$ cat src/rtl/aes_cmd_sched.sv
// Command sequencer for the AES core: key-expansion caching, one-cycle core starts, result hand-off.
// Optional wait-state timeout is enabled with `define AES_CMD_SCHED_TIMEOUT_EN.
module aes_cmd_sched #(
  parameter int unsigned KEY_W          = 128,
  parameter int unsigned BLK_W          = 128,
  parameter int unsigned TIMEOUT_CYCLES = 256
) (
  input  logic             clk,
  input  logic             reset,
  input  logic             s_valid,
  output logic             s_ready,
  input  logic [1:0]       s_cmd,
  input  logic [KEY_W-1:0] s_key,
  input  logic [BLK_W-1:0] s_blk,
  output logic             m_valid,
  input  logic             m_ready,
  output logic [BLK_W-1:0] m_blk,
  output logic [1:0]       m_status,
  output logic             aes_en,
  output logic             aes_cipher_mode,
  output logic             aes_decipher_mode,
  output logic             aes_key_exp_mode,
  output logic [KEY_W-1:0] aes_key,
  output logic [BLK_W-1:0] aes_in_blk,
  input  logic [BLK_W-1:0] aes_out_blk,
  input  logic             aes_en_o,
  output logic             busy
);

  typedef enum logic [2:0] {
    IDLE,
    KEY_GO,
    KEY_WAIT,
    DATA_GO,
    DATA_WAIT,
    OUT
  } state_t;

  localparam logic [1:0] CMD_ENC = 2'b00;
  localparam logic [1:0] CMD_DEC = 2'b01;
  localparam logic [1:0] CMD_KEY = 2'b10;
  localparam logic [1:0] CMD_RSV = 2'b11;

  localparam logic [1:0] ST_OK  = 2'b00;
  localparam logic [1:0] ST_BAD = 2'b01;
  localparam logic [1:0] ST_TMO = 2'b10;

  state_t             state, state_nxt;
  logic [1:0]         cmd_q;
  logic [KEY_W-1:0]   key_q;
  logic [KEY_W-1:0]   cached_key;
  logic               key_valid;
  logic [BLK_W-1:0]   blk_q;
  logic [BLK_W-1:0]   res_q;
  logic [1:0]         status_q;
  logic               accept;
  logic               need_key;
  logic               in_wait;
  logic               tmo;

  assign accept   = s_valid && s_ready;
  assign need_key = !key_valid || (s_key != cached_key);
  assign in_wait  = (state == KEY_WAIT) || (state == DATA_WAIT);

`ifdef AES_CMD_SCHED_TIMEOUT_EN
  localparam int unsigned TW = $clog2(TIMEOUT_CYCLES + 1);
  logic [TW-1:0] wait_cnt;

  // Cleared in the GO cycle so the first WAIT cycle sees zero.
  always_ff @(posedge clk or negedge reset) begin
    if (!reset) begin
      wait_cnt <= '0;
    end else if ((state == KEY_GO) || (state == DATA_GO)) begin
      wait_cnt <= '0;
    end else if (in_wait) begin
      wait_cnt <= wait_cnt + 1'b1;
    end
  end

  assign tmo = in_wait && !aes_en_o && (wait_cnt == TW'(TIMEOUT_CYCLES - 1));
`else
  assign tmo = 1'b0;
`endif

  always_ff @(posedge clk or negedge reset) begin
    if (!reset) begin
      state <= IDLE;
    end else begin
      state <= state_nxt;
    end
  end

  always_comb begin
    state_nxt = state;
    unique case (state)
      IDLE: begin
        if (accept) begin
          if (s_cmd == CMD_RSV) begin
            state_nxt = OUT;
          end else if ((s_cmd == CMD_KEY) || need_key) begin
            state_nxt = KEY_GO;
          end else begin
            state_nxt = DATA_GO;
          end
        end
      end
      KEY_GO:  state_nxt = KEY_WAIT;
      KEY_WAIT: begin
        if (aes_en_o) begin
          state_nxt = (cmd_q == CMD_KEY) ? OUT : DATA_GO;
        end else if (tmo) begin
          state_nxt = OUT;
        end
      end
      DATA_GO: state_nxt = DATA_WAIT;
      DATA_WAIT: begin
        if (aes_en_o || tmo) begin
          state_nxt = OUT;
        end
      end
      OUT: begin
        if (m_ready) begin
          state_nxt = IDLE;
        end
      end
      default: state_nxt = IDLE;
    endcase
  end

  always_comb begin
    s_ready           = (state == IDLE) && reset;
    busy              = (state != IDLE);
    m_valid           = (state == OUT);
    aes_en            = (state == KEY_GO) || (state == DATA_GO);
    aes_key_exp_mode  = (state == KEY_GO) || (state == KEY_WAIT);
    aes_cipher_mode   = 1'b0;
    aes_decipher_mode = 1'b0;
    if ((state == DATA_GO) || (state == DATA_WAIT)) begin
      aes_cipher_mode   = (cmd_q == CMD_ENC);
      aes_decipher_mode = (cmd_q == CMD_DEC);
    end
  end

  always_ff @(posedge clk or negedge reset) begin
    if (!reset) begin
      cmd_q      <= '0;
      key_q      <= '0;
      blk_q      <= '0;
      res_q      <= '0;
      status_q   <= '0;
      cached_key <= '0;
      key_valid  <= 1'b0;
    end else begin
      unique case (state)
        IDLE: begin
          if (accept) begin
            cmd_q    <= s_cmd;
            key_q    <= s_key;
            blk_q    <= s_blk;
            res_q    <= '0;
            status_q <= (s_cmd == CMD_RSV) ? ST_BAD : ST_OK;
          end
        end
        KEY_WAIT: begin
          if (aes_en_o) begin
            key_valid  <= 1'b1;
            cached_key <= key_q;
          end else if (tmo) begin
            key_valid <= 1'b0;
            status_q  <= ST_TMO;
            res_q     <= '0;
          end
        end
        DATA_WAIT: begin
          if (aes_en_o) begin
            res_q <= aes_out_blk;
          end else if (tmo) begin
            key_valid <= 1'b0;
            status_q  <= ST_TMO;
            res_q     <= '0;
          end
        end
        default: ;
      endcase
    end
  end

  assign m_blk      = res_q;
  assign m_status   = status_q;
  assign aes_key    = key_q;
  assign aes_in_blk = blk_q;

endmodule

$ cat config.mk
export PLATFORM = sky130hd
export DESIGN_NAME = aes_cmd_sched
export DESIGN_NICKNAME = d
export VERILOG_FILES = /design/src/rtl/aes_cmd_sched.sv
export SDC_FILE = /design/constraint.sdc
export NUM_CORES = 1
export LEC_CHECK = 0
export BUFFER_PORTS_ARGS = -buffer_cell sky130_fd_sc_hd__buf_2
export CAP_MARGIN = 10
export CORE_AREA = 2 2 305 307
export DETAILED_ROUTE_END_ITERATION = 8
export DIE_AREA = 0 0 307 309
export PLACE_DENSITY = 0.48
export SLEW_MARGIN = 0
export SYNTH_ARGS = -nofsm -noshare
export SYNTH_HDL_FRONTEND = slang
export SYNTH_SLANG_ARGS = --single-unit
$ cat constraint.sdc
create_clock -name clk -period 2.1 [get_ports clk]
set_input_delay 0.42 -clock clk [delete_from_list [all_inputs] [get_ports clk]]
set_output_delay 0.42 -clock clk [all_outputs]
set_load 0.05 [all_outputs]
# Word level (Yosys, flattened, before mapping)
# Cells that the tools add are included.
# classes
add_sub_neg	0
multipliers	0
div_mod_pow	0
n_lt_le_gt_ge	0
n_eq_ne	14
shifts	0
mux	14
bitwise_logic	0
n_reduce_logical	16
# ops
cell	count
2-to-1 mux 128 bit	2
one-hot mux 128 bit (2 select lines)	1
inequality test 128 bit	1
2-to-1 mux 3 bit	6
one-hot mux 3 bit (6 select lines)	1
== test 2 bit (second input constant)	3
== test 3 x 2 -> 1 bit (second input constant)	2
== test 3 bit (second input constant)	2
inequality test 2 bit (second input constant)	3
logical OR 1 bit	5
AND reduction 2 bit	2
AND reduction 4 bit	1
== test 3 x 1 -> 1 bit (second input constant)	1
logical NOT 3 bit	1
2-to-1 mux 1 bit	3
AND reduction 3 bit	1
nonzero test 3 bit	1
== test 2 x 1 -> 1 bit (second input constant)	1
logical AND 1 bit	2
logical NOT 2 bit	1
2-to-1 mux 2 bit	1
inequality test 2 x 1 -> 1 bit (second input constant)	1
nonzero test 2 bit	1
logical NOT 1 bit	1
# word_totals
reg_bits	520
latchBits	0
mem_bits_rw	0
romBits	0
n_memories	0

# Depth between registers and ports, before layout
# depth
depth_word	7
depth_mapped	7
ltp_nobuf	6

# Worst setup path after synthesis
# No wires, ideal clock.
# synth_timing
kind	register to output
start	register state[0]
end	output port aes_cipher_mode
arrival_time_ns	1.679
path_slack_ns	0.001
stages_incl_launch_ff	5
n_path_buf	1
path_cell_list	dfrtp_1 -> clkbuf_1 -> or3b_2 -> a21oi_1 -> and2_1
# synth_via
elab_chain_len	3
elab_cells_between_ends	4
cone_classes	eq/ne (2); mux (1); reduce/logical (1)
# synth_rtl
item	line	rtl
start: declaration	48	state_t state, state_nxt;
start signal: assignment	89	state <= state_nxt;
== test 3 x 2 -> 1 bit / == test 3 bit (equally long branches)	138	if ((state == DATA_GO) || (state == DATA_WAIT)) begin
logical OR 1 bit (*)	138	
2-to-1 mux 1 bit (*)	138	
end: declaration	20	output logic aes_cipher_mode,
# Mark *: on every way between the ends. The rest lies on a longest branch, timed or not.

# Worst setup path after layout
# layout_timing
start	register state[1]
end	output port aes_cipher_mode
# The elaborated chain is that of the path after synthesis.

==> summary.txt <==
Outcome
  – Status: complete, but fails checks
  – Failing checks: negative setup slack

Placed design
  – RD Place Congestion: 0.835
  – DP HPWL: 62200 microns
  – Port bufs: 782
  – Placed instance area: 27200 sq um

Power and ir drop
  – Power share of the combinational group: 50.0%
  – Sequential share of power: 30.4%
  – Switching power: 0.0285 W
  – Internal cell power: 0.0291 W
  – Clock network power share: 19.5%
  – Switching share of power: 49.5%
  – Pwr Total: 0.0576 W
  – VDD IR max: 0.000982 V
  – Power Dens Cells: between 1500 and 2000 nW/um^2
  – Leakage power: between 15 and 20 nW

Finish
  – Fin area: 33000 sq um
  – Nets: 3734
  – Layout cell share with drive strength beyond 1: 33.1%
  – Most frequent cells in the layout: nand2_1 (1005), buf_2 (774), dfrtp_1 (519), dlygate4sd3_1 (331), nand3_1 (131)
  – Final Util: 36.1%
  – Commonest non-fill, non-tap cell in the layout: nand2_1
  – Area Overhead vs Synth: 56.5%

Worst setup path
  – Critical path class: reg2out
  – Slowest library cell on the worst path: dfrtp_1
  – CP arrival: 2.06 ns
  – R2r endpoint: aes_in_blk[86]$_DFFE_PN0P_
  – Crit path largest cell delay: approximately 0.42 ns
  – Crit path depth: 5
  – Buffers & Inverters on Critical Path: 2
  – Reg2Reg Depth: 12
  – Reg2Reg Setup Slack: -0.12 ns
  – CP Launch Type: register
  – Worst r2r src: state[1]$_DFFE_PN0P_
  – Max FO, Critical Path: 3
  – Crit-path cells: or3b_4 > a21oi_4 > buf_6 > and2_4 > buf_12
  – CP Data Required Time: 1.68 ns
  – Critical Path End Type: output pin
  – Critical path's top delay family: simple AND/OR/NAND/NOR gates

Floorplan
  – Core ar.: 91400 sq um
  – Die Area: 94900 sq um
  – Die X-Extent: ~310 microns
  – Initial core utilization: 23.1%
  – Chip Height: 309 microns
  – # rows: around 110
  – IO Pins: 784

Timing
  – Worst hold slack: 0.0522 ns
  – Worst-Margin Slew: 0.704 ns
  – Final Cycle Share: 118%
  – Max Clock Freq: 403 MHz
  – Slew Viols, Final: 0
  – PnR worst setup slack: -0.383 ns
  – Hold Vio Cnt, Final: 0
  – Max Clock Skew: 0.0322 ns
  – Finish-stage setup viols: between 100 and 150
  – Relative slew slack: 53.1%
  – RSZ-0062 raised after global routing: yes
  – Fin crit period: 2.48 ns

Clocking
  – Clock insertion delay at the later pin of the skew report: around 0.64 ns
  – Clock buffer depth: 3
  – CTS sink cnt: 519
  – Root Driver: clkbuf_16
  – CTS tree: done
  – Max H-tree Level: 2
  – Reg clk slew, reported paths: 0.06 ns
  – CTS buffer count: 60

Worst hold path
  – Worst hold start: s_cmd[0]
  – Hold Crit Class: in2reg
  – Worst Hold Depth: 3
  – Hold Crit Endpoint: cmd_q[0]$_DFFE_PN0P_

Global routing
  – Largest net degree at the start of global routing: 117
  – Vias in the first global route: 20200
  – First-pass GRT wire length: 125000 microns
  – Initial antenna violation count: 13
  – Overflow after GRT: 0
  – GR Util All Layers: 17.2%

Yosys
  – Post-synthesis async set-or-reset flop share: 100%
  – Mapped Area: 21100 sq um
  – Register area share after synthesis: 61.6%
  – Number of synthesized flops with an enable pin: 0
  – Synth area leaders: dfrtp_1 (62%), nand2_1 (18%), mux2_2 (5.7%), nand3_1 (3.1%), xnor2_1 (2.3%)
  – Yosys cell types: 41
  – Synth Warn #: 0
  – Gate Count Post-Synth: 2182
  – Mean Syn Cell Area: 9.66 sq um
  – Register bit total from synthesis: 519
  – Main synth FF type: dfrtp_1
  – Top cell type by total area after synthesis: dfrtp_1
  – Top cell type's share of synthesized area: 61.6%
  – Mapped Nets: approximately 2600

Drt
  – Routed vias/inst: between 4 and 5
  – DR vias: roughly 19000
  – First drt pass iteration count: 5
  – Final WL: between 80000 and 90000 microns
  – Routed WL per cell: 18.5 microns
  – DRC violations left: 0
  – Antenna-violating nets left: 0
  – Iteration-0 DRC Markers: 1210

Run
  – Maximum Capacitance Violations: 0
[worst max path at each step]
| stage | from | end | slack, ns |
|---|---|---|---|
| CTS | state[1]$_DFFE_PN0P_ | aes_cipher_mode | -0.44 |
| global placement | s_key[1] | state[1]$_DFFE_PN0P_ | -0.64 |
| detailed placement | s_key[1] | state[1]$_DFFE_PN0P_ | -0.60 |
| floorplan | state[0]$_DFFE_PN0P_ | aes_cipher_mode | 0.001 |
| finish | state[1]$_DFFE_PN0P_ | aes_cipher_mode | -0.38 |
| global route | state[1]$_DFFE_PN0P_ | aes_cipher_mode | -0.48 |
[cells by family after synthesis]
| family | count (synthesis) | share of synthesized area, % |
|---|---|---|
| compound gates | 101 | 3.03 |
| buf+inv | 170 | 3.18 |
| xor+xnor | 82 | 3.41 |
| other cells | 1 | 0.0178 |
| flops | 519 | 61.6 |
| simple gates | 1201 | 23.0 |
| mux | 108 | 5.77 |
[Yosys cell counts (2+ instances only)]
cell type,instances
a2111oi_0,3
a21oi_1,5
a221oi_1,6
a22o_1,6
a22oi_1,4
a31oi_1,2
and2_1,3
and3_1,3
and3b_1,2
buf_1,8
buf_2,22
clkbuf_1,89
dfrtp_1,519
inv_1,50
mux2_2,107
nand2_1,1006
nand2b_1,3
nand3_1,132
nand4_1,18
nor2_1,4
nor2b_1,6
nor3_1,2
nor4_1,15
o21ai_0,46
o22ai_1,17
o2bb2ai_1,8
or4_1,2
xnor2_1,55
xor2_1,27
[sequential cells by signal, summed over array words and instances, names as in the netlist]
| register | count |
|---|---|
| m_status | 1 |
| aes_in_blk | 128 |
| aes_key | 128 |
| state | 3 |
| key_valid | 1 |
| cmd_q | 2 |
| m_blk | 128 |
| cached_key | 128 |
[power groups by stage]
stage | sequential (W) | combinational [W] | clock (W)
3_3_place_gp | 0.0176 | 0.0279 | 0
4_1_cts | 0.0175 | 0.0290 | 0.0116
3_5_place_dp | 0.0176 | 0.0281 | 0
5_1_grt | 0.0181 | 0.0306 | 0.0120
2_1_floorplan | 0.0296 | 0.00694 | 0
6_report | 0.0175 | 0.0288 | 0.0113
[stage by stage]
| stage | instances | setup slack [ns] | setup TNS (ns) |
|---|---|---|---|
| 6_report | 4587 | -0.383 | -6.52 |
| 5_1_grt | 4586 | -0.482 | -24.15 |
| 4_1_cts | 4578 | -0.442 | -1.38 |
| 3_5_place_dp | 4128 | -0.603 | -0.603 |
| 3_3_place_gp | 4128 | -0.643 | -0.643 |
| 2_1_floorplan | 2182 | 0.00118 | 0 |
[metal layers]
layer | vias up | global-route usage (%) | part of all wire, %
met4 | 4 | 7.15 | 3.8
met1 | 9332 | 21.3 | 42
met2 | 634 | 28.5 | 48
met3 | 155 | 4.37 | 6.4
met5 | - | 0 | 0.033
li1 | 9327 | - | -
[tightest hold or removal path: stages]
cell     delay [ns]
buf_2          0.11
nand2_1        0.04
o21ai_0        0.06
[final cells by class]
| class | count | area (sq um) |
|---|---|---|
| Inverter | 50 | 188 |
| Clock inverter | 29 | 370 |
| Timing Repair Buffer | 1219 | 8620 |
| Sequential cell | 519 | 13000 |
| Clock buffer | 84 | 1740 |
| Fill cell | 9327 | 58400 |
| Multi-Input combinational cell | 1493 | 7570 |
| Antenna cell | 7 | 17.5 |
| Tap cell | 1186 | 1480 |
[what timing repair did]
item / 4_1_cts / 5_1_grt
endpoints found under the setup margin: 8 / 8
resized for setup: 40 / 18
endpoints found under the hold margin: 369 / 0
buffers inserted: 6 / 2
pin swaps: 12 / 3
hold buffers: 331 / 0
(Power assumes the default switching activity.)
